===== config.mk =====
export PLATFORM = sky130hd
export DESIGN_NAME = mips_muldiv
export DESIGN_NICKNAME = d
export VERILOG_FILES = /design/src/rtl/mips_muldiv.sv
export SDC_FILE = /design/constraint.sdc
export NUM_CORES = 1
export LEC_CHECK = 0
export ABC_CLOCK_PERIOD_IN_PS = 3200
export CORE_MARGIN = 5
export CORE_UTILIZATION = 30
export CTS_CLUSTER_SIZE = 16
export DETAILED_ROUTE_END_ITERATION = 8
export SLEW_MARGIN = 20
export SYNTH_ARGS = -nofsm -noshare
export SYNTH_HDL_FRONTEND = slang
export SYNTH_SLANG_ARGS = --single-unit

===== constraint.sdc =====
create_clock -name clk -period 3.2 [get_ports clk]
set_input_delay 0.48 -clock clk [delete_from_list [all_inputs] [get_ports clk]]
set_output_delay 0.48 -clock clk [all_outputs]
set_load 0.05 [all_outputs]

===== src/rtl/mips_muldiv.sv =====
// Iterative radix-2 multiply/divide unit with architectural HI/LO registers.
// One bit is retired per cycle; a final FIX cycle applies sign correction and writes HI/LO.
module mips_muldiv #(
  parameter int WIDTH = 32,
  parameter int CW    = $clog2(WIDTH) + 1
) (
  input  logic             clk,
  input  logic             reset,
  input  logic             start,
  input  logic [2:0]       op,
  input  logic [WIDTH-1:0] rs,
  input  logic [WIDTH-1:0] rt,
  input  logic             flush,
  output logic             busy,
  output logic             done,
  output logic             div_by_zero,
  output logic [WIDTH-1:0] hi,
  output logic [WIDTH-1:0] lo
);

  typedef enum logic [1:0] {IDLE = 2'd0, RUN = 2'd1, FIX = 2'd2} state_t;

  localparam logic [CW-1:0] LAST = CW'(WIDTH - 1);

  state_t           state_r;
  logic [CW-1:0]    cnt_r;
  logic [WIDTH-1:0] x_r;     // multiplicand or divisor magnitude
  logic [WIDTH-1:0] rem_r;   // product high half or partial remainder
  logic [WIDTH-1:0] quo_r;   // multiplier/product low half or dividend/quotient
  logic [WIDTH-1:0] rs_r;
  logic             neg_a_r, neg_b_r, is_div_r, dbz_r;

  logic [WIDTH-1:0]   abs_rs_s, abs_rt_s;
  logic [WIDTH:0]     mul_sum_s, div_shift_s;
  logic [WIDTH-1:0]   div_diff_s;
  logic               div_ge_s;
  logic [WIDTH-1:0]   next_rem_s, next_quo_s;
  logic [2*WIDTH-1:0] prod_s, prod_fix_s;
  logic [WIDTH-1:0]   quo_fix_s, rem_fix_s, res_hi_s, res_lo_s;

  // Operand magnitudes for signed ops (op[0]==0 selects signed).
  always_comb begin
    abs_rs_s = rs;
    abs_rt_s = rt;
    if (!op[0] && rs[WIDTH-1]) abs_rs_s = {WIDTH{1'b0}} - rs;
    else                       abs_rs_s = rs;
    if (!op[0] && rt[WIDTH-1]) abs_rt_s = {WIDTH{1'b0}} - rt;
    else                       abs_rt_s = rt;
  end

  // One shift-add or restoring shift-subtract step.
  always_comb begin
    mul_sum_s   = {1'b0, rem_r};
    if (quo_r[0]) mul_sum_s = {1'b0, rem_r} + {1'b0, x_r};
    else          mul_sum_s = {1'b0, rem_r};
    div_shift_s = {rem_r, quo_r[WIDTH-1]};
    div_ge_s    = (div_shift_s >= {1'b0, x_r});
    div_diff_s  = div_shift_s[WIDTH-1:0] - x_r;
    if (is_div_r) begin
      next_rem_s = div_ge_s ? div_diff_s : div_shift_s[WIDTH-1:0];
      next_quo_s = {quo_r[WIDTH-2:0], div_ge_s};
    end else begin
      next_rem_s = mul_sum_s[WIDTH:1];
      next_quo_s = {mul_sum_s[0], quo_r[WIDTH-1:1]};
    end
  end

  // Sign correction and result selection for the FIX cycle.
  always_comb begin
    prod_s     = {rem_r, quo_r};
    prod_fix_s = (neg_a_r ^ neg_b_r) ? ({(2*WIDTH){1'b0}} - prod_s) : prod_s;
    quo_fix_s  = (neg_a_r ^ neg_b_r) ? ({WIDTH{1'b0}} - quo_r) : quo_r;
    rem_fix_s  = neg_a_r ? ({WIDTH{1'b0}} - rem_r) : rem_r;
    if (is_div_r && dbz_r) begin
      res_hi_s = rs_r;
      res_lo_s = {WIDTH{1'b1}};
    end else if (is_div_r) begin
      res_hi_s = rem_fix_s;
      res_lo_s = quo_fix_s;
    end else begin
      res_hi_s = prod_fix_s[2*WIDTH-1:WIDTH];
      res_lo_s = prod_fix_s[WIDTH-1:0];
    end
  end

  // Control FSM, datapath registers and HI/LO.
  always_ff @(posedge clk) begin
    if (reset) begin
      state_r     <= IDLE;
      cnt_r       <= {CW{1'b0}};
      x_r         <= {WIDTH{1'b0}};
      rem_r       <= {WIDTH{1'b0}};
      quo_r       <= {WIDTH{1'b0}};
      rs_r        <= {WIDTH{1'b0}};
      neg_a_r     <= 1'b0;
      neg_b_r     <= 1'b0;
      is_div_r    <= 1'b0;
      dbz_r       <= 1'b0;
      busy        <= 1'b0;
      done        <= 1'b0;
      div_by_zero <= 1'b0;
      hi          <= {WIDTH{1'b0}};
      lo          <= {WIDTH{1'b0}};
    end else begin
      done        <= 1'b0;
      div_by_zero <= 1'b0;
      case (state_r)
        IDLE: begin
          if (start && !flush) begin
            case (op)
              3'b000, 3'b001, 3'b010, 3'b011: begin
                neg_a_r  <= !op[0] && rs[WIDTH-1];
                neg_b_r  <= !op[0] && rt[WIDTH-1];
                is_div_r <= op[1];
                dbz_r    <= op[1] && (rt == {WIDTH{1'b0}});
                rs_r     <= rs;
                x_r      <= op[1] ? abs_rt_s : abs_rs_s;
                quo_r    <= op[1] ? abs_rs_s : abs_rt_s;
                rem_r    <= {WIDTH{1'b0}};
                cnt_r    <= {CW{1'b0}};
                state_r  <= RUN;
                busy     <= 1'b1;
              end
              3'b100:  hi <= rs;
              3'b101:  lo <= rs;
              default: ;
            endcase
          end
        end
        RUN: begin
          if (flush) begin
            state_r <= IDLE;
            busy    <= 1'b0;
          end else begin
            rem_r <= next_rem_s;
            quo_r <= next_quo_s;
            cnt_r <= cnt_r + {{(CW-1){1'b0}}, 1'b1};
            if (cnt_r == LAST) state_r <= FIX;
          end
        end
        FIX: begin
          state_r <= IDLE;
          busy    <= 1'b0;
          if (!flush) begin
            hi          <= res_hi_s;
            lo          <= res_lo_s;
            done        <= 1'b1;
            div_by_zero <= dbz_r;
          end
        end
        default: begin
          state_r <= IDLE;
          busy    <= 1'b0;
        end
      endcase
    end
  end

endmodule


==> results.py <==
metrics = {
    "timing": {
        "setup_tns_ns": 0,
        "fin_skew_ns": 0.0140,
        "setup_slack_ns": 0.120,
        "tightest_slew_ns": 1.03,
        "post-route-period-util_pct": 96.3,
        "hold_viol_final": 0,
        "drv_slew": 0,
        "slew-limit-headroom_pct": 31.2,
        "setup-violations-final": 0,
        "fmax_ghz": 0.325,
        "period_needed_ns": 3.08,
    },
    "cells_and_area": {
        "antenna_cells": 0,
        "final_nets": 2732,
        "drive_gt1_share_pct": 16.7,
        "multi_input_area_um2": 11800,
        "final_util_pct": 39.4,
        "instances_no_fill": 3357,
        "final-seq-area_um2": 4160,
        "n_fill_cell": 5681,
        "final_cell_area_um2": 21800,
        "area_growth_pct": 30.2,
    },
    "place": {
        "place_congestion": 0.994,
        "dpl.cell_count": 3307,
        "portBuffers": 137,
        "place_ws_ns": -0.424,
        "placedInstanceArea_um2": 20700,
        "dp_hpwl_mm": 59.6,
    },
    "worst_setup_path": {
        "worstReg2RegStart": "rem_r[14]",
        "end_kind": "flip-flop",
        "slowest_stage": "or4_1",
        "cp.arrival_ns": 3.50,
        "max_stage_delay_ns": 0.49,
        "reg2reg_depth": 10,
        "crit_chain": "buf_4 > or3_1 > or4_1 > nor4_4 > and3_1 > a221oi_1 > xnor2_1 > a21oi_1 > a211oi_2 > nor3_1",
        "cp-start-kind": "flip-flop",
        "cp.required_ns": 3.62,
        "reg2reg_to": "hi[25]",
        "regToRegSetupSlack_ns": 0.12,
        "worstSetupPathType": "reg -> reg",
        "crit_path_max_fanout": 7,
    },
    "yosys": {
        "yosysUniqueCellTypes": 87,
        "async_flop_share_pct": 0,
        "syn-instance-count": 2311,
        "synth-seq-cells": 207,
        "synth_area_leaders": "dfxtp_1, a21oi_1, nand2_1",
        "synth_nets": 2453,
        "synth_edf_count": 0,
        "yosys.area.top_type": "dfxtp_1",
        "synth_top_area_share_pct": 24.8,
        "synth_warnings": 0,
        "yosysSeqAreaShare_pct": 24.8,
        "syn_area_um2": 16700,
        "syn_area_per_cell_um2": 7.23,
        "synth_ff_type": "dfxtp_1",
    },
    "clock_tree": {
        "clk_path_buf_depth": 3,
        "cts-root-buf": "clkbuf_16",
        "clkLatencyLatePin_ns": 0.56,
        "cts_buffers": 27,
        "clock_sinks": 207,
        "cts.clk_slew.worst_paths_ns": 0.06,
        "htree_levels": 1,
        "hold_buffers": 0,
        "cts_tree": "done",
    },
    "route": {
        "postRouteAntennaNets": 0,
        "wire_per_inst_um": 23.1,
        "vias": 19400,
        "route.detailed.drc": 0,
        "drt_first_iter_violations": 2010,
        "routed_wl_mm": 77.5,
        "dr.pass1.iters": 6,
        "vias_per_cell": 5.78,
    },
    "floorplan": {
        "die_height_um": 246,
        "start_util_pct": 30.3,
        "fp.dieW_um": 246,
        "core-area_um2": 55200,
        "ioPinCount": 138,
        "fp.dieArea_um2": 60600,
        "num_rows": 86,
    },
    "global_routing": {
        "antenna_found_initial": 1,
        "grt_pass1_wl_mm": 114,
        "grt_max_degree": 103,
        "grt.total_usage_pct": 24.2,
        "grt_pass1_vias": 18200,
        "overflow": 0,
    },
    "flow_run": {
        "maxCapViolations": 0,
    },
    "power_and_ir_drop": {
        "powerDensity_nw_per_um2": 374,
        "ir_drop_uv": 378,
        "p_leak_nw": 8.53,
    },
    "hold_path": {
        "hp-class": "in -> reg",
        "min-delay-start": "reset",
        "holdPathStages": 2,
        "hold_path_end": "quo_r[8]",
    },
    "status": {
        "outcome": "finished clean",
    },
}
-- routing by layer --
metal | global-route usage (%) | vias to the layer above | wire [um]
met5 | 0 | - | 0
met4 | 8.73 | 0 | 3500
met3 | 3.88 | 179 | 6710
met2 | 39.5 | 993 | 35200
met1 | 32.3 | 9265 | 32100
li1 | - | 8966 | -
-- logic make-up after synthesis --
family,after synthesis,share of synthesized area (%)
AO/OA/AOI/OAI,778,29.9
AND/OR/NAND/NOR,776,21.8
buffers and inverters,255,5.83
flip-flops,207,24.8
XOR/XNOR,157,8.22
adder cells (fa/ha/maj),71,5.40
multiplexers,67,4.09
-- area by class of cell --
class	instances	share of cell area, %
sequential	207	19.1
tap	748	4.30
multi-input combinational	1849	54.2
clock buffer	34	3.36
inverter	70	1.21
clock inverter	14	0.799
timing repair buffer	435	17.0
-- where the power goes --
part           total, mW  internal (mW)  switching [mW]
logic               2.22          0.902            1.31
clock network       3.20           1.87            1.33
registers           2.72           2.65          0.0730
total               8.14           5.42            2.72
-- cells in the final DEF (no fill, tap or decap), types with 10 or more instances in the layout --
cell             Yosys  layout
buf_4                0     290
mux2_2              11      11
xor2_1              75      75
mux2i_1             56      56
clkbuf_16            0      27
a21o_1              36      36
o221ai_1            32      32
a32o_1              12      12
a31oi_1             26      25
clkdlybuf4s50_1      0     135
nor4_1              22      19
o211ai_1            52      52
o31ai_1             15      15
o22ai_1             11      11
nand2_1            282     281
o41ai_1             13      11
ha_1                69      66
o21a_1              13      13
o21bai_1            10      10
and3_1              13      13
nand4_1             13      13
a211oi_1            63      59
nor2b_1             17      15
nand2b_1            13      11
a21oi_1            254     252
nor2_1             226     224
nand3_1             37      37
nor3_1              72      71
xnor2_1             82      82
o21ai_0            150     145
dfxtp_1            207     202
or3_1               17      16
inv_1               69      69
-- state kept, by name, summed over array words and instances, names as in the netlist, 2 cells and up --
name	cells
state_r	2
hi	32
cnt_r	6
x_r	32
lo	32
quo_r	32
rs_r	32
rem_r	32
-- how the worst max path moves through the flow --
| stage | from | to | slack, ns | depth (start not counted) |
|---|---|---|---|---|
| detailed placement | rs[0] | x_r[16] | -0.42 | 13 |
| global route | x_r[0] | rem_r[25] | -0.06 | 14 |
| floorplan | quo_r[0] | hi[30] | 0.20 | 13 |
| CTS | x_r[14] | rem_r[28] | 0.02 | 12 |
| finish | rem_r[14] | hi[25] | 0.12 | 10 |
| global placement | rs[0] | x_r[16] | -0.42 | 13 |
-- synth_stat cells (56+ instances only) --
| master | count |
|---|---|
| xnor2_1 | 82 |
| a21oi_1 | 254 |
| nor2_1 | 226 |
| xor2_1 | 75 |
| a211oi_1 | 63 |
| inv_1 | 69 |
| o21ai_0 | 150 |
| nor3_1 | 72 |
| clkbuf_1 | 164 |
| mux2i_1 | 56 |
| dfxtp_1 | 207 |
| nand2_1 | 282 |
| ha_1 | 69 |
-- per-stage QoR --
stage / power (mW) / hold slack, ns
2_1_floorplan: 3.94 / 0.433
3_3_place_gp: 4.89 / 0.438
3_5_place_dp: 4.91 / 0.444
4_1_cts: 8.10 / 0.232
5_1_grt: 8.41 / 0.250
6_report: 8.14 / 0.256
-- timing repair --
action,4_1_cts,5_1_grt
endpoints found under the setup margin,4,42
pin swaps,1,10
endpoints found under the hold margin,0,0
buffers inserted,1,1
resized for setup,2,40
-- worst max-delay path, delay by kind of cell, from the launching register on --
kind / cells / cell delay (ns)
simple gates: 5 / 1.56
compound gates: 3 / 0.48
flops: 1 / 0.35
buf+inv: 1 / 0.19
xor+xnor: 1 / 0.33
(Power assumes the default switching activity.)
